<file path="config.mk">
export PLATFORM = sky130hd
export DESIGN_NAME = pacman_motion_controller
export DESIGN_NICKNAME = d
export VERILOG_FILES = /design/src/rtl/pacman_pkg.sv /design/src/rtl/pacman_tile_lookup.sv /design/src/rtl/pacman_motion_controller.sv
export SDC_FILE = /design/constraint.sdc
export NUM_CORES = 1
export LEC_CHECK = 0
export BUFFER_PORTS_ARGS = -buffer_cell sky130_fd_sc_hd__buf_4
export CAP_MARGIN = 20
export CORE_MARGIN = 2
export CORE_UTILIZATION = 60
export DETAILED_ROUTE_END_ITERATION = 7
export HOLD_SLACK_MARGIN = 0.02
export PLACE_DENSITY_LB_ADDON = 0.12
export SYNTH_ARGS = -nofsm -noshare
export SYNTH_HDL_FRONTEND = slang
export SYNTH_SLANG_ARGS = --single-unit
</file>
<file path="constraint.sdc">
create_clock -name clk -period 6.35 [get_ports clk]
set_input_delay 0.3175 -clock clk [delete_from_list [all_inputs] [get_ports clk]]
set_output_delay 0.3175 -clock clk [all_outputs]
set_load 0.01 [all_outputs]
</file>
<file path="src/rtl/pacman_pkg.sv">
// Shared types and defaults for the Pac-Man motion controller.
// Orientation encoding: 0=RIGHT, 1=UP, 2=LEFT, 3=DOWN; the reverse of d is d^2.
package pacman_pkg;

  typedef logic [1:0] orient_t;

  localparam orient_t ORIENT_RIGHT = 2'd0;
  localparam orient_t ORIENT_UP    = 2'd1;
  localparam orient_t ORIENT_LEFT  = 2'd2;
  localparam orient_t ORIENT_DOWN  = 2'd3;

  typedef enum logic [2:0] {
    ST_IDLE,
    ST_TURN_RD,
    ST_TURN_WAIT,
    ST_FWD_RD,
    ST_FWD_WAIT,
    ST_UPDATE
  } state_t;

  // What the turn decision made at frame start will do once TURN_WAIT is reached.
  typedef enum logic [1:0] {
    TURN_NONE,
    TURN_CLEAR,
    TURN_REVERSE,
    TURN_READ
  } turn_t;

  localparam int DEF_TILE_SIZE = 16;
  localparam int DEF_MAP_COLS  = 40;
  localparam int DEF_MAP_ROWS  = 30;

  function automatic orient_t reverse_of(input orient_t d);
    return d ^ 2'd2;
  endfunction

endpackage

</file>
<file path="src/rtl/pacman_tile_lookup.sv">
// Combinational neighbour-tile address for a pixel position and direction.
// Horizontal edges wrap through the tunnel; vertical edges report a forced wall.
module pacman_tile_lookup
  import pacman_pkg::*;
#(
  parameter int TILE_SIZE = DEF_TILE_SIZE,
  parameter int MAP_COLS  = DEF_MAP_COLS,
  parameter int MAP_ROWS  = DEF_MAP_ROWS
) (
  input  logic [11:0] x,
  input  logic [11:0] y,
  input  orient_t     dir,
  output logic [10:0] addr,
  output logic        force_wall,
  output logic        aligned
);

  localparam int          TILE_BITS = $clog2(TILE_SIZE);
  localparam logic [11:0] TILE_MASK = 12'(TILE_SIZE - 1);
  localparam logic [11:0] LAST_COL  = 12'(MAP_COLS - 1);
  localparam logic [11:0] LAST_ROW  = 12'(MAP_ROWS - 1);

  logic [11:0] col;
  logic [11:0] row;
  logic [11:0] ncol;
  logic [11:0] nrow;

  assign col     = x >> TILE_BITS;
  assign row     = y >> TILE_BITS;
  assign aligned = ((x & TILE_MASK) == 12'd0) && ((y & TILE_MASK) == 12'd0);

  always_comb begin
    ncol       = col;
    nrow       = row;
    force_wall = 1'b0;
    case (dir)
      ORIENT_RIGHT: ncol = (col == LAST_COL) ? 12'd0 : col + 12'd1;
      ORIENT_LEFT:  ncol = (col == 12'd0) ? LAST_COL : col - 12'd1;
      ORIENT_UP: begin
        if (row == 12'd0) force_wall = 1'b1;
        else              nrow = row - 12'd1;
      end
      default: begin
        if (row == LAST_ROW) force_wall = 1'b1;
        else                 nrow = row + 12'd1;
      end
    endcase
  end

  assign addr = 11'(nrow * 12'(MAP_COLS) + ncol);

endmodule

</file>
<file path="src/rtl/pacman_motion_controller.sv">
// Per-frame Pac-Man sprite motion: applies direction requests at tile centres,
// checks walls through a 1-cycle-latency maze port and steps one pixel per move frame.
module pacman_motion_controller
  import pacman_pkg::*;
#(
  parameter int TILE_SIZE = DEF_TILE_SIZE,
  parameter int MAP_COLS  = DEF_MAP_COLS,
  parameter int MAP_ROWS  = DEF_MAP_ROWS,
  parameter int START_X   = 304,
  parameter int START_Y   = 352,
  parameter int SPEED_DIV = 1
) (
  input  logic        clk,
  input  logic        reset,
  input  logic        frame_start,
  input  logic [1:0]  dir_req,
  input  logic        dir_req_valid,
  output logic        map_rd,
  output logic [10:0] map_addr,
  input  logic        map_wall,
  output logic [11:0] position_x,
  output logic [11:0] position_y,
  output logic [1:0]  orientation,
  output logic        position_ready,
  output state_t      fsm_state
);

  localparam logic [11:0] RESET_X  = 12'(START_X);
  localparam logic [11:0] RESET_Y  = 12'(START_Y);
  localparam logic [11:0] WRAP_X   = 12'((MAP_COLS - 1) * TILE_SIZE);
  localparam logic [3:0]  CNT_LAST = 4'(SPEED_DIV - 1);

  state_t      state;
  logic        pend_valid;
  orient_t     pend_dir;
  logic [3:0]  frame_cnt;
  logic        move_frame;
  turn_t       turn_act;
  orient_t     turn_dir;
  logic        fwd_read;
  logic        blocked;

  logic        turn_taken;
  orient_t     next_orient;
  orient_t     lk_dir;
  logic [10:0] lk_addr;
  logic        lk_force;
  logic        lk_aligned;

  assign fsm_state = state;

  // map_rd is raised on entry to TURN_RD/FWD_RD so map_wall is valid during the
  // following WAIT state and is sampled as that state ends.
  always_comb begin
    turn_taken = 1'b0;
    case (turn_act)
      TURN_REVERSE: turn_taken = 1'b1;
      TURN_READ:    turn_taken = !map_wall;
      default:      turn_taken = 1'b0;
    endcase
    next_orient = turn_taken ? turn_dir : orientation;
    lk_dir      = (state == ST_TURN_WAIT) ? next_orient : pend_dir;
  end

  pacman_tile_lookup #(
    .TILE_SIZE (TILE_SIZE),
    .MAP_COLS  (MAP_COLS),
    .MAP_ROWS  (MAP_ROWS)
  ) u_lookup (
    .x          (position_x),
    .y          (position_y),
    .dir        (lk_dir),
    .addr       (lk_addr),
    .force_wall (lk_force),
    .aligned    (lk_aligned)
  );

  always_ff @(posedge clk) begin
    if (reset) begin
      state          <= ST_IDLE;
      position_x     <= RESET_X;
      position_y     <= RESET_Y;
      orientation    <= ORIENT_LEFT;
      position_ready <= 1'b0;
      map_rd         <= 1'b0;
      map_addr       <= 11'd0;
      pend_valid     <= 1'b0;
      pend_dir       <= ORIENT_RIGHT;
      frame_cnt      <= 4'd0;
      move_frame     <= 1'b0;
      turn_act       <= TURN_NONE;
      turn_dir       <= ORIENT_RIGHT;
      fwd_read       <= 1'b0;
      blocked        <= 1'b0;
    end else begin
      map_rd         <= 1'b0;
      position_ready <= 1'b0;
      case (state)
        ST_IDLE: begin
          if (frame_start) begin
            state      <= ST_TURN_RD;
            move_frame <= (frame_cnt == CNT_LAST);
            frame_cnt  <= (frame_cnt == CNT_LAST) ? 4'd0 : frame_cnt + 4'd1;
            turn_dir   <= pend_dir;
            turn_act   <= TURN_NONE;
            if (pend_valid) begin
              if (pend_dir == orientation) begin
                turn_act <= TURN_CLEAR;
              end else if (pend_dir == reverse_of(orientation)) begin
                turn_act <= TURN_REVERSE;
              end else if (lk_aligned && !lk_force) begin
                turn_act <= TURN_READ;
                map_rd   <= 1'b1;
                map_addr <= lk_addr;
              end
            end
          end
        end
        ST_TURN_RD: state <= ST_TURN_WAIT;
        ST_TURN_WAIT: begin
          state       <= ST_FWD_RD;
          orientation <= next_orient;
          if (turn_act == TURN_CLEAR || turn_taken) pend_valid <= 1'b0;
          fwd_read <= lk_aligned && !lk_force;
          blocked  <= lk_aligned && lk_force;
          if (lk_aligned && !lk_force) begin
            map_rd   <= 1'b1;
            map_addr <= lk_addr;
          end
        end
        ST_FWD_RD: state <= ST_FWD_WAIT;
        ST_FWD_WAIT: begin
          state <= ST_UPDATE;
          if (fwd_read) blocked <= map_wall;
        end
        ST_UPDATE: begin
          state          <= ST_IDLE;
          position_ready <= 1'b1;
          if (move_frame && !blocked) begin
            case (orientation)
              ORIENT_RIGHT: position_x <= (position_x == WRAP_X) ? 12'd0 : position_x + 12'd1;
              ORIENT_LEFT:  position_x <= (position_x == 12'd0) ? WRAP_X : position_x - 12'd1;
              ORIENT_UP:    position_y <= position_y - 12'd1;
              default:      position_y <= position_y + 12'd1;
            endcase
          end
        end
        default: state <= ST_IDLE;
      endcase
      // A request arriving in the consuming cycle overrides the clear above.
      if (dir_req_valid) begin
        pend_valid <= 1'b1;
        pend_dir   <= dir_req;
      end
    end
  end

endmodule
</file>
Word level (Yosys, flattened, before mapping)
Index checks and enable logic that the tools add are counted.

cells by class
  add/sub/neg operators = 10
  multiply operators = 1
  eq/ne operators = 22
  mux-type cells = 41
  bitwise gates (word level) = 2
  reductions and logical operators = 30

operator list
  operator                                                               number
  12-bit case mux with 2 select lines                                    3
  11-bit 2-to-1 mux                                                      6
  12-bit logical NOT                                                     5
  12-bit 2-to-1 mux                                                      4
  11-bit case mux with 2 select lines                                    2
  12-bit by 1-bit adder with 12-bit output (second input constant)       2
  12-bit by 1-bit subtractor with 12-bit output (second input constant)  2
  8-bit by 1-bit adder with 9-bit output (second input constant)         2
  8-bit by 1-bit subtractor with 9-bit output (second input constant)    2
  3-bit case mux with 5 select lines                                     1
  12-bit by 10-bit == test with 1-bit output (second input constant)     1
  12-bit by 3-bit multiplier with 8-bit output (second input constant)   1
  1-bit 2-to-1 mux                                                       12
  2-bit 2-to-1 mux                                                       6
  11-bit adder                                                           1
  2-bit inequality test (second input constant)                          5
  2-bit nonzero test                                                     5
  9-bit 2-to-1 mux                                                       1
  2-bit == test (second input constant)                                  4
  8-bit by 5-bit == test with 1-bit output (second input constant)       1
  8-bit by 6-bit == test with 1-bit output (second input constant)       1
  1-bit case mux with 2 select lines                                     4
  2-bit by 1-bit == test with 1-bit output (second input constant)       3
  3-bit by 2-bit == test with 1-bit output (second input constant)       2
  other kinds (17)                                                       30

word-level totals
  register bits after elaboration = 56
  input bits = 7
  output and inout bits = 42
  logic and storage cells = 121

Longest topological paths before layout
Gate-level depths: netlist of the first run.

  word-level depth = 15
  mapped depth = 22
  depth with buffers taken out = 21

Cells and area by module
A second synthesis of the first run with hierarchy kept.

second synthesis, totals
  cell total of the unflattened synthesis = 622
  area, all modules = 4,653.2 µm²

by module, submodules not included
  module                    instances  cells each  area each (µm²)  sequential area each (µm²)
  pacman_motion_controller  1          414         3,275.6          1,121.1
  pacman_tile_lookup        1          208         1,377.6          0.0

Least setup slack after synthesis of the first run
Ideal clock, no wire load.

  path kind = register to register
  start point = register state[0], in the netlist fsm_state[0]
  end point = register map_addr[10]
  library setup time = 0.128 ns
  arrival time = 4.353 ns
  data required time = 6.222 ns
  path slack = 1.869 ns
  cell stages (with the launch flop) = 21
  path buffers = 3
  period minus slack after synthesis = 4.481 ns
  cells stage by stage = dfxtp_1 -> buf_2 -> or3b_1 -> buf_2 -> o21a_2 -> clkbuf_1 -> o311a_1 -> o311a_1 -> a21oi_1 -> ha_1 -> ha_1 -> inv_1 -> fa_1 -> nor2b_1 -> o21ai_0 -> a21boi_0 -> o211a_1 -> a211oi_2 -> xor3_1 -> mux2i_1 -> nor2_1

on the way
  cells in the longest elaborated chain, start to end = 13
  elaborated cells on any way between the ends = 26

RTL lines
  item                                                                                       RTL line                                                                                    RTL
  from (decl)                                                                                pacman_motion_controller.sv:33                                                              state_t state;
  from (signal assigned)                                                                     pacman_motion_controller.sv:80                                                              state <= ST_IDLE;
  from (signal assigned)                                                                     pacman_motion_controller.sv:101                                                             state <= ST_TURN_RD;
  from (signal assigned)                                                                     pacman_motion_controller.sv:119                                                             ST_TURN_RD: state <= ST_TURN_WAIT;
  3-bit by 2-bit == test with 1-bit output                                                   pacman_motion_controller.sv:62, pacman_motion_controller.sv:98
  2-bit 2-to-1 mux                                                                           pacman_motion_controller.sv:62                                                              lk_dir = (state == ST_TURN_WAIT) ? next_orient : pend_dir;
  2-bit == test or 2-bit logical NOT (tied branches)                                         pacman_tile_lookup.sv:36                                                                    case (dir)
  2-bit OR reduction (no line)                                                               n/a
  12-bit case mux with 2 select lines or 1-bit case mux with 2 select lines (tied branches)  pacman_tile_lookup.sv:36
  12-bit by 3-bit multiplier with 8-bit output or 1-bit logical NOT (tied branches)          pacman_tile_lookup.sv:50, pacman_motion_controller.sv:111, pacman_motion_controller.sv:126
  11-bit adder or 1-bit logical AND (tied branches)                                          pacman_tile_lookup.sv:50, pacman_motion_controller.sv:111, pacman_motion_controller.sv:126
  11-bit 2-to-1 mux                                                                          pacman_motion_controller.sv:111, pacman_motion_controller.sv:126
  11-bit 2-to-1 mux                                                                          pacman_motion_controller.sv:109                                                             end else if (pend_dir == reverse_of(orientation)) begin
  11-bit 2-to-1 mux                                                                          pacman_motion_controller.sv:107                                                             if (pend_dir == orientation) begin
  11-bit 2-to-1 mux                                                                          pacman_motion_controller.sv:106                                                             if (pend_valid) begin
  11-bit 2-to-1 mux                                                                          pacman_motion_controller.sv:100                                                             if (frame_start) begin
  11-bit case mux with 2 select lines                                                        pacman_motion_controller.sv:98                                                              case (state)
  to (signal assigned)                                                                       pacman_motion_controller.sv:114                                                             map_addr <= lk_addr;
  to (signal assigned)                                                                       pacman_motion_controller.sv:128                                                             map_addr <= lk_addr;
  to (decl)                                                                                  pacman_motion_controller.sv:19                                                              output logic [10:0] map_addr,

Several ways; a longest one is shown, not always the timed one. The select of a mux whose other input is x is not followed.
A chain may end at the register's enable or synchronous reset.

Final worst setup path of the first run
  start point = register state[1], in the netlist fsm_state[1]
  end point = register map_addr[10]

The elaborated chain is that of the path after synthesis.

==> out/results.tsv, run 1 <==
metric	value	unit
first_pass_iters	5	
end_kind	flip-flop	
finalHoldViolations	0	
async_flop_share	0	
grt_max_degree	57	
dp_cells	730	
crit_family	simple AND/OR/NAND/NOR gates	
postCtsHoldBufs	0	
grt_use_total	0.276	
post_synth_num_cell_types	70	
vias_per_cell	6.09	
cts_resized	0	
die-area	8460	um2
drv_cap	0	
slew_headroom	0.381	
ctsRootBufferMaster	clkbuf_8	
grt_pass1_vias	4063	
ys.flop_type	dfxtp_1	
synth_area_leaders	dfxtp_1, ha_1, a21oi_1, nor2_1, o21ai_0	
hpwl	8370	um
cp.arrival	5.39	ns
die_y	92.0	um
die_x	92.0	um
slowest_stage	dfxtp_1	
cts-htree-levels	2	
cp_slowest_stage_delay	0.55	ns
worstPathCellList	or3b_1 > nand2b_1 > nand2_1 > o311a_1 > o311a_1 > a21oi_1 > ha_1 > ha_1 > inv_1 > fa_1 > nor2b_1 > o21ai_0 > nor3b_1 > o211a_1 > a211oi_2 > xor3_1 > mux2i_1 > nor2_1	
drcViolationCount	0	
post_cts_buffers	0	
syn-cell-area	4650	um2
final_cell_count_no_fill	738	
insertion_delay	0.33	ns
yosysWarningCount	0	
synth.net_count	657	
antenna_found_initial	0	
ys_ff_latch	56	
cts_tree	yes	
cts_buffer_depth	2	
nNetsFinal	679	
grt_pass1_wl	19400	um
min_path_type	in -> reg	
design.portCount	49	
routabilityCongestion	0.932	
drtIter0Drc	272	
status	finished, final reports clean	
max-vdd-ir-drop	0.000104	V
p_leak	2.10	nW
rows	32	
worstMarginPinSlew	0.926	ns
fin_crit_sh	0.816	
synth_edf_count	0	
vias	4493	
syn_inst	613	
worst-path-max-fanout	17	
wl	11600	um
powerDensity	151	nW/um2
start_util	0.611	
drive_gt1_frac	0.118	
synth-seq-area-share	0.241	
worst-path-buf-inv	1	
cts.clk_slew.worst_paths	0.12	ns
finalClockSkew	0.00932	ns
min_period	5.18	ns
setup_viol	0	
grt_overflow_total	0	
finalSetupTns	0	ns
port_buffers	48	
syn_avg_cell_area	7.58	um2
fmax	193	MHz
avgRoutedWirePerCell	15.7	um
cts-buffers-inserted	5	
ant_nets	0	
slew_violations	0	
synthToLayoutAreaGrowth	9.53	%
synthDominantCellAreaShare	0.241	
critPathRequiredTime	6.56	ns
path_class	reg -> reg	
synth_top_area_cell	dfxtp_1	
core-area	7610	um2
diodes	0	
start_kind	flip-flop	
rsz0062_at_grt	no	
cts_num_sinks	56	
==> metal layers <==
metal / share of wire / track usage / vias to the layer above
met4: 0.013 / 0.0659 / 0
met1: 0.45 / 0.374 / 2045
li1: - / - / 2264
met5: 0 / 0 / -
met2: 0.47 / 0.460 / 167
met3: 0.064 / 0.0452 / 17
==> registers in the layout (all words and copies together), names as in the netlist <==
signal / cells
blocked: 1
frame_cnt: 4
fsm_state: 3
fwd_read: 1
map_addr: 11
map_rd: 1
move_frame: 1
orientation: 2
pend_dir: 2
pend_valid: 1
position_ready: 1
position_x: 12
position_y: 12
turn_act: 2
turn_dir: 2
==> final cells by class <==
type / instances / area, um2
Multi-Input combinational cell: 493 / 3260
Fill cell: 648 / 2520
Sequential cell: 56 / 1120
Timing Repair Buffer: 51 / 383
Tap cell: 102 / 128
Inverter: 28 / 105
Clock buffer: 5 / 68.8
Clock inverter: 3 / 28.8
==> worst paths after layout <==
| check | start | end | slack [ns] | cells after the start |
|---|---|---|---|---|
| worst max-delay path | fsm_state[1]$_SDFFE_PP0N_ | map_addr[10]$_SDFFE_PP0P_ | 1.17 | 18 |
| worst min-delay path | dir_req[1] | pend_dir[1]$_SDFFE_PP0P_ | 0.21 | 3 |
| worst max register to register | fsm_state[1]$_SDFFE_PP0N_ | map_addr[10]$_SDFFE_PP0P_ | 1.17 | 18 |
| worst min register to register | fwd_read$_SDFFE_PP0N_ | fwd_read$_SDFFE_PP0N_ | 0.48 | 2 |
==> cell usage in the layout, fill, tap and decap left out, types with 5 or more instances in the layout <==
master and count:
clkbuf_8 5, nor3b_1 6, and2_1 7, a31oi_1 8
buf_4 51, nand3_1 14, a211oi_1 8, o21ai_0 42
and3_1 13, nand2_1 54, a21o_1 12, inv_1 28
xor2_1 7, nor2b_1 10, o31ai_1 8, dfxtp_1 56
nor4_1 6, a21oi_1 56, nor2_1 65, nand4_1 7
mux2i_1 16, xnor2_1 22, ha_1 34, nor3_1 26
==> where the power goes <==
part / total (mW) / internal [mW] / switching (mW)
logic: 0.160 / 0.0695 / 0.0905
registers: 0.380 / 0.366 / 0.0145
clock network: 0.229 / 0.0840 / 0.145
==> kinds of logic after synthesis <==
family,share of synthesized area
and+or+nand+nor,0.245
AOI/OAI and AO/OA,0.256
buffers and inverters,0.0582
DFF,0.241
adders and majority gates,0.104
xor gates and xnor gates,0.0598
muxes,0.0345
other,0.000807
==> worst register-to-register path, cell delays in order, from the launching register on <==
cell	delay, ns
dfxtp_1	0.55
or3b_1	0.51
nand2b_1	0.21
nand2_1	0.37
o311a_1	0.43
o311a_1	0.34
a21oi_1	0.22
ha_1	0.28
ha_1	0.22
inv_1	0.07
fa_1	0.21
nor2b_1	0.06
o21ai_0	0.21
nor3b_1	0.53
o211a_1	0.23
a211oi_2	0.08
xor3_1	0.36
mux2i_1	0.14
nor2_1	0.05
==> through the flow <==
step | instance area (um2) | hold slack, ns | util | setup slack [ns] | power, mW
final | 5090 | 0.212 | 0.669 | 1.17 | 0.769
after global placement | 4990 | 0.447 | 0.656 | 1.52 | 0.543
after floorplan | 4650 | 0.432 | - | 1.87 | 0.508
after detailed placement | 4990 | 0.462 | 0.656 | 1.26 | 0.546
after CTS | 5090 | 0.212 | 0.669 | 1.25 | 0.773
after global routing | 5090 | 0.222 | 0.669 | 0.759 | 0.811
==> cells in the mapped netlist, drive strengths merged (7+ instances only) <==
cell	count
inv	28
o31ai	8
nand2	54
a21oi	57
xnor2	22
nor3	26
a31oi	8
nor4	7
mux2i	16
nor2	66
clkbuf	25
buf	11
nor2b	10
dfxtp	56
and3	13
nand3	14
nor3b	7
ha	34
o21ai	44
a21o	12
and2	8
nand4	7
a211oi	9
xor2	7
Note: power is estimated with default switching activity, not from simulation.
==> inputs of run 2 (changes only) <==
- ABC_AREA: default -> 1
- CORE_UTILIZATION: 60 -> 54
- clock period: 6.35 -> 4.28 ns (I/O delays scaled with it)
==> out/results.tsv, run 2 <==
metric	value	unit
fill_cells	841	
core-area	8590	um2
setup_viol	0	
slew_headroom	0.353	
drive_gt1_frac	0.127	
synth.net_count	764	
drcViolationCount	0	
critPathRequiredTime	4.46	ns
ctsRootBufferMaster	clkbuf_8	
finalHoldViolations	0	
first_pass_iters	5	
seq_area	1130	um2
use_met3	0.0353	
drv_cap	0	
synthDominantCellAreaShare	0.239	
multiInputGateArea	3120	um2
die_x	97.3	um
slowest_stage	fa_1	
synthToLayoutAreaGrowth	12.5	%
cts_buffer_depth	2	
use_met2	0.438	
die_y	97.3	um
yosysWarningCount	0	
layout_common_cells	nand2_1, inv_1, nor2_1	
drtIter0Drc	299	
grt_use_total	0.262	
end_kind	flip-flop	
status	finished, final reports clean	
wl	12300	um
cts_num_sinks	56	
ys.flop_type	dfxtp_1	
cts-buffers-inserted	5	
finalSetupTns	0	ns
rows	34	
worstMarginPinSlew	0.970	ns
path_class	reg -> reg	
diodes	0	
final_util	0.615	
nNetsFinal	808	
async_flop_share	0	
synth_area_leaders	dfxtp_1, nand2_1, ha_1, inv_1, a21oi_1	
cts.clk_slew.worst_paths	0.11	ns
p_leak	2.48	nW
synth-seq-area-share	0.239	
top_regs	position_x x12, position_y x12, map_addr x11	
final_common_cell	nand2_1	
grt_busiest_layer	met2	
cp.arrival	4.05	ns
postCtsHoldBufs	0	
syn-cell-area	4700	um2
worst-path-max-fanout	7	
vias_per_cell	5.70	
max-vdd-ir-drop	0.000195	V
ys_ff_latch	56	
avgRoutedWirePerCell	14.1	um
power	1.42	mW
cts_tree	yes	
placed_area	5160	um2
cp_slowest_stage_delay	0.48	ns
syn_inst	720	
min_path_type	in -> reg	
synth.most_common_cell	nand2_1	
fin_crit_sh	0.904	
syn_avg_cell_area	6.52	um2
finalClockSkew	0.0113	ns
port_buffers	48	
grt_max_degree	33	
fmax	258	MHz
holdWs	0.114	ns
routabilityCongestion	0.953	
design.portCount	49	
vias	4973	
synthTopCellsByCount	nand2_1, inv_1, nor2_1	
grt_pass1_vias	4618	
grt_pass1_wl	21100	um
min_period	3.87	ns
rsz0062_at_grt	no	
slew_violations	0	
post_synth_num_cell_types	51	
start_kind	flip-flop	
antenna_found_initial	0	
grt_overflow_total	0	
ant_nets	0	
start_util	0.547	
hpwl	9350	um
worstPathCellList	inv_1 > ha_1 > nand2_1 > nor2_1 > nand2_1 > inv_1 > nor2_1 > inv_2 > o21ai_2 > o221ai_4 > ha_1 > ha_1 > inv_1 > fa_1 > inv_1 > ha_1 > a21oi_1 > o21ai_0 > a21oi_1 > nand3b_1 > nand3_1 > nand2_1 > a21oi_1	
powerDensity	268	nW/um2
die-area	9460	um2
synth_edf_count	0	
synth_top_area_cell	dfxtp_1	
stdcell_area	5290	um2
cts-htree-levels	2	
insertion_delay	0.32	ns
use_met1	0.357	
==> run 2: final timing paths <==
path | from | endpoint | slack [ns] | cells past startpoint
worst max-delay path | position_y[5]$_SDFFE_PP1P_ | map_addr[10]$_SDFFE_PP0P_ | 0.41 | 23
worst min-delay path | dir_req[0] | pend_dir[0]$_SDFFE_PP0P_ | 0.11 | 3
worst max register to register | position_y[5]$_SDFFE_PP1P_ | map_addr[10]$_SDFFE_PP0P_ | 0.41 | 23
worst min register to register | fwd_read$_SDFFE_PP0N_ | fwd_read$_SDFFE_PP0N_ | 0.48 | 2
==> run 2: cell type report <==
class / instances / share of cell area
Timing Repair Buffer: 53 / 0.0753
Sequential cell: 56 / 0.213
Inverter: 109 / 0.0783
Tap cell: 108 / 0.0256
Clock inverter: 3 / 0.00521
Multi-Input combinational cell: 539 / 0.589
Clock buffer: 5 / 0.0130
==> run 2: worst max-delay path: cells and delay by family, from the launching register on <==
kind            cells  cell delay, ns
flops               1            0.40
buf+inv             5            0.35
fa+ha+maj           5            1.50
simple gates        7            0.75
compound gates      6            0.71
==> run 2: power breakdown <==
group	switching (mW)	leakage, nW	total [mW]	internal (mW)
logic	0.317	1.98	0.519	0.202
registers	0.0266	0.456	0.583	0.557
clock network	0.194	0.0463	0.315	0.121
==> run 2: stage by stage <==
step,instances,setup WS [ns]
after global placement,865,0.358
after CTS,873,0.197
final,873,0.411
after floorplan,720,0.521
after detailed placement,865,0.223
after global routing,873,0.0188
==> run 2: kinds of logic (layout without fill, tap and decap cells) <==
family | Yosys count | after routing | share of synthesized area
and+or+nand+nor | 288 | 288 | 0.281
AOI/OAI and AO/OA | 186 | 186 | 0.221
buffers and inverters | 125 | 170 | 0.104
DFF | 56 | 56 | 0.239
adders and majority gates | 37 | 37 | 0.103
xor gates and xnor gates | 27 | 27 | 0.0519
other | 1 | 1 | 0.000798
==> run 2: layer usage <==
metal	wire [um]	share of wire
met4	197	0.016
met5	0	0
met2	5600	0.45
met1	5810	0.47
met3	714	0.058
==> run 2: what timing repair did <==
item	in CTS	in global routing
endpoints found under the setup margin	0	2
endpoints found under the hold margin	0	0
gates resized for setup	0	7
setup buffers	0	0
